==> src/rtl/fifo_arb_pkg.sv <==
// fifo_arb_pkg: shared state type, counter width and round-robin search for fifo_write_arbiter
package fifo_arb_pkg;

    typedef enum logic {IDLE, BURST} state_t;

    localparam int WORDS_W = 32;
    localparam int MAX_REQ = 16;
    localparam int PICK_W  = 4;

    // Searches upward from last+1 with wrap; the lowest rotated offset wins, so k runs downward
    function automatic logic [PICK_W-1:0] rr_pick(
        input logic [MAX_REQ-1:0] req,
        input logic [PICK_W-1:0]  last,
        input int                 num
    );
        logic [PICK_W-1:0] pick;
        logic [PICK_W-1:0] j;
        pick = last;
        for (int k = num - 1; k >= 0; k--) begin
            j = PICK_W'((int'(last) + 1 + k) % num);
            if (req[j]) pick = j;
        end
        return pick;
    endfunction

endpackage

==> src/rtl/fifo_write_arbiter_if.sv <==
// fifo_write_arbiter_if: producer-side and FIFO write-port signals of fifo_write_arbiter
interface fifo_write_arbiter_if #(
    parameter int NUM_REQ = 4,
    parameter int N       = 16
);
    import fifo_arb_pkg::*;

    logic [NUM_REQ-1:0]         Req_Valid;
    logic [NUM_REQ*N-1:0]       Req_Data;
    logic [NUM_REQ-1:0]         Req_Ready;
    logic                       Fifo_Full;
    logic                       Fifo_WE;
    logic [N-1:0]               Fifo_Write_Data;
    logic [$clog2(NUM_REQ)-1:0] Grant_Id;
    logic                       Busy;
    logic [WORDS_W-1:0]         Words_Written;

    modport master (
        input  Req_Valid, Req_Data, Fifo_Full,
        output Req_Ready, Fifo_WE, Fifo_Write_Data, Grant_Id, Busy, Words_Written
    );

    modport slave (
        output Req_Valid, Req_Data, Fifo_Full,
        input  Req_Ready, Fifo_WE, Fifo_Write_Data, Grant_Id, Busy, Words_Written
    );

endinterface

==> src/rtl/rr_priority_picker.sv <==
// rr_priority_picker: rotate-and-encode of the request vector starting after the last owner
module rr_priority_picker
    import fifo_arb_pkg::*;
#(
    parameter  int NUM_REQ = 4,
    localparam int W       = $clog2(NUM_REQ)
) (
    input  logic [NUM_REQ-1:0] req,
    input  logic [W-1:0]       last,
    output logic [W-1:0]       pick,
    output logic               any
);

    assign any  = |req;
    assign pick = W'(rr_pick(MAX_REQ'(req), PICK_W'(last), NUM_REQ));

endmodule

==> src/rtl/fifo_write_arbiter.sv <==
// fifo_write_arbiter: round-robin arbiter with burst hold sharing one FIFO write port
module fifo_write_arbiter
    import fifo_arb_pkg::*;
#(
    parameter int NUM_REQ   = 4,
    parameter int N         = 16,
    parameter int BURST_LEN = 4
) (
    input logic                 Clock,
    input logic                 Reset,
    fifo_write_arbiter_if.master bus
);

    localparam int W = $clog2(NUM_REQ);

    state_t             state;
    logic [W-1:0]       grant_id;
    logic [W-1:0]       last_owner;
    logic [W-1:0]       pick;
    logic [7:0]         beat_cnt;
    logic [WORDS_W-1:0] words;
    logic               any_req;
    logic               busy;
    logic               owner_valid;
    logic               open;
    logic               we;

    rr_priority_picker #(.NUM_REQ(NUM_REQ)) u_picker (
        .req  (bus.Req_Valid),
        .last (last_owner),
        .pick (pick),
        .any  (any_req)
    );

    // Reset gates the handshake so an aborted burst never loses or writes a word
    assign busy        = state == BURST;
    assign owner_valid = bus.Req_Valid[grant_id];
    assign open        = busy & ~bus.Fifo_Full & ~Reset;
    assign we          = open & owner_valid;

    assign bus.Req_Ready       = open ? NUM_REQ'(1) << grant_id : '0;
    assign bus.Fifo_WE         = we;
    assign bus.Fifo_Write_Data = bus.Req_Data[int'(grant_id) * N +: N];
    assign bus.Grant_Id        = grant_id;
    assign bus.Busy            = busy;
    assign bus.Words_Written   = words;

    always_ff @(posedge Clock) begin
        if (Reset) begin
            state      <= IDLE;
            grant_id   <= '0;
            last_owner <= W'(NUM_REQ - 1);
            beat_cnt   <= '0;
            words      <= '0;
        end else begin
            if (we && words != '1) words <= words + 1'b1;
            if (state == IDLE) begin
                if (any_req) begin
                    state    <= BURST;
                    grant_id <= pick;
                    beat_cnt <= '0;
                end
            end else if (!owner_valid || (we && beat_cnt == 8'(BURST_LEN - 1))) begin
                state      <= IDLE;
                last_owner <= grant_id;
                beat_cnt   <= '0;
            end else if (we) begin
                beat_cnt <= beat_cnt + 1'b1;
            end
        end
    end

    assert property (@(posedge Clock) bus.Fifo_WE |-> !bus.Fifo_Full);
    assert property (@(posedge Clock) $onehot0(bus.Req_Ready));

endmodule

==> src/flat_wrapper.sv <==
// flat-port wrapper written by rule: the top's interface ports become plain ports
module fifo_write_arbiter_flat import fifo_arb_pkg::*;
#(
    parameter int NUM_REQ   = 4,
    parameter int N         = 16,
    parameter int BURST_LEN = 4
)
  (Clock, Reset, bus_Req_Valid, bus_Req_Data, bus_Fifo_Full, bus_Req_Ready, bus_Fifo_WE, bus_Fifo_Write_Data, bus_Grant_Id, bus_Busy, bus_Words_Written);
  fifo_write_arbiter_if #(.NUM_REQ(NUM_REQ), .N(N)) bus_i ();
  input logic Clock;
  input logic Reset;
  input wire logic [$bits(bus_i.Req_Valid)-1:0] bus_Req_Valid;
  input wire logic [$bits(bus_i.Req_Data)-1:0] bus_Req_Data;
  input wire logic [$bits(bus_i.Fifo_Full)-1:0] bus_Fifo_Full;
  output wire logic [$bits(bus_i.Req_Ready)-1:0] bus_Req_Ready;
  output wire logic [$bits(bus_i.Fifo_WE)-1:0] bus_Fifo_WE;
  output wire logic [$bits(bus_i.Fifo_Write_Data)-1:0] bus_Fifo_Write_Data;
  output wire logic [$bits(bus_i.Grant_Id)-1:0] bus_Grant_Id;
  output wire logic [$bits(bus_i.Busy)-1:0] bus_Busy;
  output wire logic [$bits(bus_i.Words_Written)-1:0] bus_Words_Written;
  assign bus_i.Req_Valid = bus_Req_Valid;
  assign bus_i.Req_Data = bus_Req_Data;
  assign bus_i.Fifo_Full = bus_Fifo_Full;
  assign bus_Req_Ready = bus_i.Req_Ready;
  assign bus_Fifo_WE = bus_i.Fifo_WE;
  assign bus_Fifo_Write_Data = bus_i.Fifo_Write_Data;
  assign bus_Grant_Id = bus_i.Grant_Id;
  assign bus_Busy = bus_i.Busy;
  assign bus_Words_Written = bus_i.Words_Written;
  fifo_write_arbiter #(.NUM_REQ(NUM_REQ), .N(N), .BURST_LEN(BURST_LEN)) u_core (.Clock(Clock), .Reset(Reset), .bus(bus_i));
endmodule
==> config.mk <==
export PLATFORM = sky130hd
export DESIGN_NAME = fifo_write_arbiter_flat
export DESIGN_NICKNAME = d
export VERILOG_FILES = /design/src/rtl/fifo_arb_pkg.sv /design/src/rtl/fifo_write_arbiter_if.sv /design/src/rtl/rr_priority_picker.sv /design/src/rtl/fifo_write_arbiter.sv /design/src/flat_wrapper.sv
export SDC_FILE = /design/constraint.sdc
export NUM_CORES = 1
export LEC_CHECK = 0
export CAP_MARGIN = 20
export CORE_MARGIN = 5
export CORE_UTILIZATION = 43
export CTS_BUF_LIST = sky130_fd_sc_hd__clkbuf_2 sky130_fd_sc_hd__clkbuf_4 sky130_fd_sc_hd__clkbuf_8
export DETAILED_ROUTE_END_ITERATION = 10
export GPL_ROUTABILITY_DRIVEN = 0
export HOLD_SLACK_MARGIN = 0.06
export PLACE_DENSITY = 0.84
export SKIP_CTS_REPAIR_TIMING = 1
export SYNTH_ARGS = -nofsm -noshare
export SYNTH_HDL_FRONTEND = slang
export SYNTH_SLANG_ARGS = --single-unit
==> constraint.sdc <==
create_clock -name Clock -period 3.1 [get_ports Clock]
set_clock_uncertainty 0.2 [all_clocks]
set_input_delay 0.93 -clock Clock [delete_from_list [all_inputs] [get_ports Clock]]
set_output_delay 0.93 -clock Clock [all_outputs]
set_load 0.02 [all_outputs]
==> results.sh <==
export IMPL_clkPwrFrac_pct=31.6
export IMPL_setup_tns_ps=-49.1
export IMPL_fin_crit_sh_pct=101
export IMPL_path_clk_slew_ps=90
export IMPL_synth_area_um2=2750
export IMPL_clockBufferDepth=2
export IMPL_p_switching_w=0.000398
export IMPL_combinationalPowerShare_pct=28.8
export IMPL_grt_total_usage_pct=21.7
export IMPL_r2r_start="u_core.bus.Words_Written[2]$_SDFFE_PP0P_"
export IMPL_place_ws_ps=-664
export IMPL_netlist_instances=302
export IMPL_drive_gt1_share_pct=17.5
export IMPL_synth_area_top_cells="dfxtp_1 (33%), mux4_2 (14%), a21oi_1 (5.6%)"
export IMPL_syn_avg_cell_area_um2=9.11
export IMPL_tritoncts="yes"
export IMPL_crit_path_end="bus_Fifo_Write_Data[11]"
export IMPL_antenna_found_initial=0
export IMPL_num_antenna_cells=0
export IMPL_placed_area_um2=4240
export IMPL_synth_most_common_cell="dfxtp_1"
export IMPL_ant_nets=0
export IMPL_internal_power_w=0.00111
export IMPL_p_per_area_nw_per_um2=337
export IMPL_numCtsBuffers=5
export IMPL_start_util_pct=43.8
export IMPL_nets=517
export IMPL_period_needed_ps=3120
export IMPL_wl_mm=9.39
export IMPL_crit_fanout=1
export IMPL_ys_warn_count=0
export IMPL_yosysUniqueCellTypes=50
export IMPL_worstMarginPinSlew_ps=510
export IMPL_crit_required_ps=1970
export IMPL_synth_top_area_share_pct=32.7
export IMPL_hp_start="u_core.beat_cnt[7]$_SDFFE_PP0P_"
export IMPL_die_h_um=90.0
export IMPL_grt_pass1_vias=2987
export IMPL_io_pins=127
export IMPL_crit_path_end_kind="output port"
export IMPL_drc=0
export IMPL_area_growth_pct=62.3
export IMPL_setup_viol=4
export IMPL_dp_hpwl_mm=7.02
export IMPL_critPathArrivalTime_ps=1990
export IMPL_hold_violations=0
export IMPL_ir_worst_vdd_v=0.000313
export IMPL_r2r_cells=5
export IMPL_p_seq_share_pct=39.5
export IMPL_rows=29
export IMPL_h_tree_depth=2
export IMPL_startpoint_type="input pin"
export IMPL_dr_pass1_iters=4
export IMPL_clock_latency_ps=300
export IMPL_min_path_type="register to register"
export IMPL_grt_pass1_wl_mm=14.6
export IMPL_p_leak_nw=1.77
export IMPL_crit_chain="clkdlybuf4s50_1 > mux4_2 > buf_6"
export IMPL_synth_commonest_cells="dfxtp_1 (45), a21oi_1 (31), nand2_1 (19), nor2_1 (19), nand3_1 (18)"
export IMPL_ys_ff_latch=45
export IMPL_timing_final_ws_setup_ps=-24.8
export IMPL_io_buffers=126
export IMPL_rrSetupSlack_ps=600
export IMPL_relSlewSlack_pct=65.5
export IMPL_vias=3047
export IMPL_clockRootBuffer="clkbuf_8"
export IMPL_regToRegEndpoint="u_core.bus.Words_Written[23]$_SDFFE_PP0P_"
export IMPL_grt_overflow_total=0
export IMPL_synthFlopType="dfxtp_1"
export IMPL_yosysSeqAreaShare_pct=32.7
export IMPL_synth_edff_count=0
export IMPL_outcome="finished with violations"
export IMPL_grt_max_degree=32
export IMPL_nFillCells=480
export IMPL_vias_per_cell=5.84
export IMPL_dp_cells=512
export IMPL_slowest_stage="mux4_2"
export IMPL_fp_coreArea_um2=6280
export IMPL_yosys_area_top_type="dfxtp_1"
export IMPL_clock_sinks=45
export IMPL_swShare_pct=26.4
export IMPL_slowest_delay_ps=490
export IMPL_wl_per_cell_um=18.0
export IMPL_cap_violations=0
export IMPL_max_freq_ghz=0.320
export IMPL_async_flop_share_pct=0
export IMPL_drtIter0Drc=102
export IMPL_die_w_um=90.0
export IMPL_crit_start="bus_Req_Data[11]"
export IMPL_die_area_um2=8100
export IMPL_design_area_um2=4460
export IMPL_slew_violations=0
export IMPL_synth_nets=375
export IMPL_worstSetupPathType="input pin to output port"
export IMPL_violations="setup timing"
export IMPL_final_cells=522
[stage by stage]
stage	power [W]	hold slack [ps]	util [%]
2_1_floorplan	0.000808	252	-
3_3_place_gp	0.00102	269	67.5
3_5_place_dp	0.00103	279	67.5
4_1_cts	0.00150	292	69.4
5_1_grt	0.00157	324	71.1
6_report	0.00151	304	71.1
[power by group through the flow]
stage               registers (W)  logic [W]  clock network [W]
finish                   0.000595   0.000434           0.000476
CTS                      0.000595   0.000424           0.000482
global route             0.000598   0.000461           0.000510
floorplan                0.000614   0.000194                  0
detailed placement       0.000609   0.000423                  0
global placement         0.000608   0.000416                  0
[worst max-delay path, delay by kind of cell]
kind | cells | cell delay [ps]
buffers and inverters | 2 | 570
multiplexers | 1 | 490
[layer usage]
layer | share of wire (%) | GRT usage [%]
met5 | 0 | 0
met2 | 53 | 39.1
met3 | 5.7 | 5.26
met4 | 0.87 | 5.58
met1 | 40 | 25.7
[final cells by class]
cell class              count  area (um^2)  area share (%)
multi-input cells         233         1760            39.3
well taps                  77         96.3            2.16
flip-flops and latches     45          901            20.2
clock buffers               7         90.1            2.02
inverters                   8         30.0           0.673
repair buffers            151         1560            35.0
clock inverters             1         30.0           0.673
[cells by family after synthesis]
logic type                 synth area share (%)
adders and majority gates                 0.909
DFF                                        32.7
xor gates and xnor gates                   2.23
buffers and inverters                      3.68
and+or+nand+nor                            27.3
muxes                                      14.7
AOI/OAI and AO/OA                          18.5
[flip-flops by register name (all words and copies together), names as in the netlist]
name and flops:
u_core.bus.Busy 1, u_core.bus.Grant_Id 2, u_core.last_owner 2, u_core.bus.Words_Written 32, u_core.beat_cnt 8
[cells in the final DEF (no fill, tap or decap), types with 2 or more instances in the layout]
cell type	n
clkdlybuf4s50_1	74
dfxtp_1	45
dlymetal6s2s_1	32
a21oi_1	31
buf_4	26
nand2_1	19
nor2_1	19
nand3_1	18
mux4_2	17
o31ai_1	17
buf_6	16
or4_1	15
or3_1	13
nand4_1	11
o21ai_1	8
inv_1	7
o21ai_0	7
clkbuf_8	6
nor2b_1	5
xor2_1	5
nand2b_1	4
and4_1	4
nor4_1	3
nor4b_1	3
nor3_1	3
a211o_1	2
o22ai_1	2
a211oi_1	2
xnor2_1	2
o41ai_1	2
o2111ai_1	2
ha_1	2
buf_12	2
[worst min path at each step]
stage | depth (start not counted) | slack [ps] | end
final | 2 | 300 | u_core.beat_cnt[7]$_SDFFE_PP0P_
after global routing | 2 | 320 | u_core.beat_cnt[7]$_SDFFE_PP0P_
after CTS | 2 | 290 | u_core.beat_cnt[7]$_SDFFE_PP0P_
after detailed placement | 2 | 280 | u_core.beat_cnt[7]$_SDFFE_PP0P_
after global placement | 2 | 270 | u_core.beat_cnt[7]$_SDFFE_PP0P_
after floorplan | 2 | 250 | u_core.beat_cnt[7]$_SDFFE_PP0P_
(Power assumes the default switching activity.)
